**config.mk**
```make
export PLATFORM = sky130hd
export DESIGN_NAME = alu_sequencer
export DESIGN_NICKNAME = d
export VERILOG_FILES = /design/src/rtl/alu_sequencer.sv
export SDC_FILE = /design/constraint.sdc
export NUM_CORES = 1
export LEC_CHECK = 0
export ABC_AREA = 0
export CORE_ASPECT_RATIO = 1.5
export CORE_MARGIN = 4
export CORE_UTILIZATION = 51
export DETAILED_ROUTE_END_ITERATION = 12
export HOLD_SLACK_MARGIN = 0.08
export PLACE_DENSITY = 0.92
export REMOVE_ABC_BUFFERS = 1
export SYNTH_ARGS = -nofsm -noshare
export SYNTH_HDL_FRONTEND = slang
export SYNTH_SLANG_ARGS = --single-unit
```
**constraint.sdc**
```tcl
create_clock -name Clk -period 4.63 [get_ports Clk]
set_input_delay 0.926 -clock Clk [delete_from_list [all_inputs] [get_ports Clk]]
set_output_delay 0.926 -clock Clk [all_outputs]
set_load 0.02 [all_outputs]
```
**src/rtl/alu_sequencer.sv**
```systemverilog
// alu_sequencer: multi-cycle fetch/execute control FSM driving the ALU, register file and data memory.
module alu_sequencer #(
  parameter int PC_W  = 10,
  parameter int CYC_W = 16
) (
  input  logic             Clk,
  input  logic             Reset,
  input  logic             Start,
  input  logic [8:0]       Instr,
  input  logic [PC_W-1:0]  LutTarget,
  input  logic             Jen,
  input  logic             SCo,
  output logic [PC_W-1:0]  Prog_ctr,
  output logic [3:0]       Aluop,
  output logic [2:0]       Imm,
  output logic [1:0]       LutAddr,
  output logic [2:0]       RdAddrA,
  output logic [2:0]       RdAddrB,
  output logic [2:0]       WrAddr,
  output logic             RegWrEn,
  output logic             MemToReg,
  output logic             MemRdEn,
  output logic             MemWrEn,
  output logic             CarryFlag,
  output logic             Done,
  output logic [CYC_W-1:0] CycleCnt
);
  typedef enum logic [2:0] {IDLE, FETCH, EXEC, MEM, DONE} state_t;
  state_t state_q, state_d;
  logic [8:0] ir_q, ir_d;
  logic [PC_W-1:0] pc_q, pc_d, pc_inc;
  logic [CYC_W-1:0] cyc_q, cyc_d, cyc_inc;
  logic carry_q, carry_d, done_q, done_d;
  logic [3:0] op;
  logic [2:0] f;
  logic [1:0] m;
  logic active, is_alu, is_carry;
  assign op = ir_q[8:5];
  assign f = ir_q[4:2];
  assign m = ir_q[1:0];
  assign active = state_q inside {FETCH, EXEC, MEM};
  assign is_alu = (op <= 4'd5) || (op[3:2] == 2'b10);
  assign is_carry = op inside {4'd1, 4'd2, 4'd10, 4'd11};
  assign pc_inc = pc_q + 1'b1;
  assign cyc_inc = &cyc_q ? cyc_q : cyc_q + 1'b1;
  // Decoded fields follow IR in every active state; MEM always writes back to R0.
  assign Aluop = active ? op : '0;
  assign Imm = active ? f : '0;
  assign RdAddrB = active ? f : '0;
  assign LutAddr = active ? m : '0;
  assign RdAddrA = '0;
  assign WrAddr = (active && state_q != MEM && m == 2'b01) ? f : '0;
  assign Prog_ctr = pc_q;
  assign CarryFlag = carry_q;
  assign Done = done_q;
  assign CycleCnt = cyc_q;
  always_comb begin
    state_d = state_q;
    ir_d = ir_q;
    pc_d = pc_q;
    carry_d = carry_q;
    cyc_d = cyc_q;
    done_d = done_q;
    RegWrEn = 1'b0;
    MemToReg = 1'b0;
    MemRdEn = 1'b0;
    MemWrEn = 1'b0;
    case (state_q)
      IDLE, DONE: if (Start) begin
        state_d = FETCH;
        pc_d = '0;
        cyc_d = '0;
        carry_d = 1'b0;
        done_d = 1'b0;
      end
      FETCH: begin
        ir_d = Instr;
        cyc_d = cyc_inc;
        state_d = EXEC;
      end
      EXEC: begin
        cyc_d = cyc_inc;
        state_d = FETCH;
        pc_d = pc_inc;
        if (is_alu) begin
          RegWrEn = 1'b1;
          carry_d = is_carry ? SCo : carry_q;
        end else if (op[3:1] == 3'b011) pc_d = Jen ? LutTarget : pc_inc;
        else if (op == 4'b1100) begin
          MemRdEn = 1'b1;
          pc_d = pc_q;
          state_d = MEM;
        end else if (op == 4'b1101) MemWrEn = 1'b1;
        else if (op == 4'b1110) begin
          pc_d = pc_q;
          state_d = DONE;
          done_d = 1'b1;
        end
      end
      MEM: begin
        MemRdEn = 1'b1;
        MemToReg = 1'b1;
        RegWrEn = 1'b1;
        cyc_d = cyc_inc;
        pc_d = pc_inc;
        state_d = FETCH;
      end
      default: state_d = IDLE;
    endcase
  end
  always_ff @(posedge Clk or posedge Reset) begin
    if (Reset) begin
      state_q <= IDLE;
      ir_q <= '0;
      pc_q <= '0;
      carry_q <= 1'b0;
      cyc_q <= '0;
      done_q <= 1'b0;
    end else begin
      state_q <= state_d;
      ir_q <= ir_d;
      pc_q <= pc_d;
      carry_q <= carry_d;
      cyc_q <= cyc_d;
      done_q <= done_d;
    end
  end
endmodule

```
## Word-level counts from Yosys, hierarchy flattened

Index checks and enable logic that the tools add are counted.

- Register bits: 40
- Bits in latches: 0
- RAM bits: 0
- Memory bits (read-only): 0
- Bits of input ports: 24
- Output and inout bits: 50
- Word-level logic and storage cells: 95
- Memories kept: 0

- $add $sub $neg: 2
- Multiply operators: 0
- Divide/modulo/power cells: 0
- Magnitude comparators: 1
- Equal/unequal tests: 26
- Shifts and indexed selects: 0
- Muxes and demuxes: 44
- Bitwise gates (word level): 0
- Reductions and logical operators: 16

Operator list:

| kind | count |
|---|---|
| 10-bit 2-to-1 mux | 7 |
| 16-bit 2-to-1 mux | 2 |
| 16-bit case mux with 2 select lines | 1 |
| 10-bit case mux with 3 select lines | 1 |
| 3-bit 2-to-1 mux | 8 |
| 4-bit == test, second input constant | 5 |
| 1-bit 2-to-1 mux | 18 |
| 16-bit by 1-bit adder with 16-bit output, second input constant | 1 |
| 2-bit != test, second input constant | 8 |
| 16-bit AND reduction | 1 |
| 3-bit case mux with 4 select lines | 1 |
| 10-bit by 1-bit adder with 10-bit output, second input constant | 1 |
| 3-bit by 2-bit == test with 1-bit output, second input constant | 3 |
| 1-bit case mux with 2 select lines | 4 |
| 4-bit AND reduction | 2 |
| 7-bit AND reduction | 1 |
| 3-bit nonzero test | 2 |
| 5-bit != test, second input constant | 1 |
| 4-bit by 1-bit == test with 1-bit output, second input constant | 1 |
| 4-bit by 2-bit == test with 1-bit output, second input constant | 1 |
| 4-bit by 3-bit <= comparator with 1-bit output, second input constant | 1 |
| 4-bit 2-to-1 mux | 1 |
| 4-bit != test, second input constant | 1 |
| 2-bit nonzero test | 2 |
| other kinds (14) | 15 |

## Longest topological paths before layout

- Depth after elaboration: 7
- Depth in mapped cells: 7

## Worst setup path after synthesis

No wires, ideal clock.

- Path type: register to output
- From: register state_q[2]
- To: output RdAddrB[0]
- Arrival time: 1.420 ns
- Required time: 3.704 ns
- Setup slack: 2.284 ns
- Cell stages (with the launch flop): 6
- Path buffers: 3
- Cell sequence: dfrtp_1 -> buf_2 -> o21ba_2 -> clkbuf_1 -> and2_1 -> buf_4

- Cells in the longest elaborated chain, start to end: 3
- Elaborated cells on any way between the ends: 5
- Those cells by class: eq/ne: 3; mux: 1; reduce/logical: 1

Ends and longest elaborated chain:

| item | line | text |
|---|---|---|
| from (decl) | 29 | `state_t state_q, state_d;` |
| from (signal assigned) | 120 | `state_q <= state_d;` |
| 3-bit by 1-bit == test with 1-bit output / 3-bit by 2-bit == test with 1-bit output (equally long branches) | 41 | `assign active = state_q inside {FETCH, EXEC, MEM};` |
| 3-bit nonzero test * | 41 |  |
| 3-bit 2-to-1 mux * | -- |  |
| to (decl) | 18 | `output logic [2:0] RdAddrB,` |

Mark *: on every way between the ends. The rest lies on a longest branch, timed or not.

## Final worst setup path

- From: register state_q[1]
- To: output MemWrEn

- Cells in the longest elaborated chain, start to end: 2

Ends and longest elaborated chain:

| item | line | text |
|---|---|---|
| 3-bit by 2-bit == test with 1-bit output | 68 | `case (state_q)` |
| 1-bit 2-to-1 mux | 68 |  |
| to (decl) | 23 | `output logic MemWrEn,` |

No other way between the ends.

==> results.yml <==
status:
  status: "completed"
pwr:
  leakagePower_nw: 1.29
  vdd_drop_max_mv: 0.430
  power-per-cell-area_nw_per_um2: 602
cts:
  ctsHoldBuffers: 0
  cts-root-buf: "clkbuf_8"
  clk_latency_ns: 0.30
  htree_levels: 2
  clockBufferDepth: 2
  postCtsSetupBuffers: 0
  clk_pin_slew_worst_paths_ns: 0.08
  cts_buffers: 5
  cts_tree: "yes"
  numClockSinks: 40
  cts_resized: 0
synth:
  avgSynthCellArea_um2: 9.32
  synth_area_um2: 2450
  synth_cell_types: 62
  yosys_most_used_dff: "dfrtp_1"
  synth_edf_count: 0
  seq_area_frac_synth_pct: 40.8
  yosys_warnings: 0
  synth_seq_cells: 40
  syn_inst: 263
  async_flop_share_pct: 100
critical_path:
  timing.rr.start: "state_q[1]"
  end_kind: "output port"
  crit_fanout: 13
  r2r_slack_ns: 2.11
  timing.rr.end: "Prog_ctr[8]"
  reg2reg_depth: 4
  crit_required_ns: 3.70
  cp-start-kind: "flop"
  criticalPathCategory: "reg -> out"
  arrival_ns: 2.56
hold_path:
  worstHoldEndpoint: "CycleCnt[12]"
  min_path_cells: 1
  hp-class: "reg -> reg"
  hold_start: "CycleCnt[12]"
timing:
  clock.fmax_mhz: 287
  tightest_slew_ns: 1.08
  setup_viol: 0
  period_needed_ns: 3.49
  slew_headroom_pct: 27.9
  fin_ws_ns: 1.14
  finalSetupTns_ns: 0
  final_max_slew_viol_count: 0
  period_share_pct: 75.3
  rsz0062_at_grt: "false"
  final_hold_viol_count: 0
  clock_skew_ns: 0.0101
drt:
  viasPerCell: 5.96
  drc: 0
  drt_first_pass_iters: 4
  ant_nets: 0
  drt_iter0_drc: 169
  drt-total-wl_mm: 6.04
  vias: 2305
  wire_per_inst_um: 15.6
floorplan:
  initial_core_util_pct: 53.6
  die-area_um2: 6000
  fp-row-count: 30
  ios: 74
  die_y_um: 92.9
  coreArea_um2: 4580
  die_w_um: 64.6
global_route:
  grt_usage_pct: 21.2
  grt_pass1_wl_mm: 10.2
  grt_pass1_vias: 2270
  grt_max_degree: 41
  grt_overflow: 0
  antenna_found_initial: 0
layout:
  syn2layout_area_growth_pct: 31.9
  drive_gt1_share_pct: 8.05
  final_nets: 348
  diodes: 0
  final_cells: 387
placed_design:
  numPortBuffers: 70
  placed_cells: 379
  pre_cts_slack_ns: 1.48
  dp_hpwl_mm: 4.41
  place_congestion: 0.853
run:
  maxCapViolations: 0
[area by class of cell]
type	instances	area [µm²]
Inverter	11	41.3
Fill cell	358	1350
Timing Repair Buffer	71	708
Sequential cell	40	1000
Tap cell	64	80.1
Clock inverter	3	42.5
Clock buffer	5	68.8
Multi-Input combinational cell	193	1290
[state kept, by name, summed over array words and instances (netlist names)]
signal / flops
ir_q: 9
CycleCnt: 16
state_q: 3
CarryFlag: 1
Prog_ctr: 10
Done: 1
[per-stage QoR]
stage | hold slack [ns] | utilization [%] | power [mW] | area, µm²
2_1_floorplan | 0.486 | - | 1.22 | 2330
3_3_place_gp | 0.486 | 68.2 | 1.63 | 3120
3_5_place_dp | 0.496 | 68.2 | 1.66 | 3120
4_1_cts | 0.508 | 70.6 | 1.96 | 3230
5_1_grt | 0.547 | 70.6 | 2.07 | 3230
6_report | 0.511 | 70.6 | 1.95 | 3230
[per-layer routing]
metal / vias up / track usage (%) / wire length (µm)
li1: 1085 / - / -
met1: 1105 / 24.5 / 2320
met2: 104 / 37.3 / 3190
met3: 11 / 4.25 / 397
met4: 0 / 9.70 / 137
met5: - / 0 / 0
[cells in the final DEF (no fill, tap or decap), types with 7 or more instances in the layout]
cell type,netlist,layout
dfrtp_1,40,40
nor2_1,14,14
a31oi_1,11,11
and2_1,14,14
clkdlybuf4s50_1,0,70
mux2_2,9,9
a21oi_1,10,10
nand2_1,17,17
inv_1,11,11
o22ai_1,7,7
nand3_1,20,20
[worst max path at each step]
stage	startpoint	end	slack (ns)	depth (start not counted)
5_1_grt	state_q[1]	MemWrEn	0.98	4
3_3_place_gp	state_q[1]	MemWrEn	1.59	4
6_report	state_q[1]	MemWrEn	1.14	4
3_5_place_dp	state_q[1]	MemWrEn	1.48	4
2_1_floorplan	Start	Prog_ctr[9]	2.20	4
4_1_cts	state_q[1]	MemWrEn	1.15	4
[synthesized netlist by cell type, drive strengths merged, types with 2 or more instances]
cell type	number	share of area (%)
a211oi	4	1.2
a21oi	10	2.0
a22o	2	0.71
a31o	2	0.71
a31oi	11	2.8
a41o	2	0.82
and2	15	3.8
and3	6	1.5
and4	5	1.8
buf	16	4.3
clkbuf	5	0.77
dfrtp	40	41
ha	2	1.0
inv	11	1.7
mux2	9	4.1
mux2i	6	2.4
nand2	17	2.6
nand2b	4	1.0
nand3	20	4.1
nand4	2	0.77
nor2	15	2.4
nor2b	3	0.77
nor3	7	1.8
nor3b	2	0.61
o211ai	4	1.2
o21ai	5	1.0
o22ai	7	1.8
o31a	2	0.71
or4	2	0.61
xnor2	3	1.1
[kinds of logic (layout without fill, tap and decap cells)]
family | count (synthesis) | after routing | share of synthesized area, %
AO/OA/AOI/OAI | 61 | 61 | 18.0
XOR/XNOR | 4 | 4 | 1.43
adder cells (fa/ha/maj) | 2 | 2 | 1.02
buffers and inverters | 32 | 90 | 6.79
flip-flops | 40 | 40 | 40.8
multiplexers | 15 | 15 | 6.58
other | 1 | 3 | 0.153
AND/OR/NAND/NOR | 108 | 108 | 25.3
[critical path, stage by stage (launching register included)]
cell and delay [ns]:
dfrtp_1 0.56, nor2b_1 0.74, nand2_1 0.17, nor2_1 0.17, clkdlybuf4s50_1 0.62
[report_power, final]
group          leakage (nW)  switching, mW  internal (mW)
Combinational         0.709          0.544          0.496
Clock                0.0541          0.129          0.160
Sequential            0.526          0.164          0.455
No activity file was read; power rests on OpenSTA's default activity.
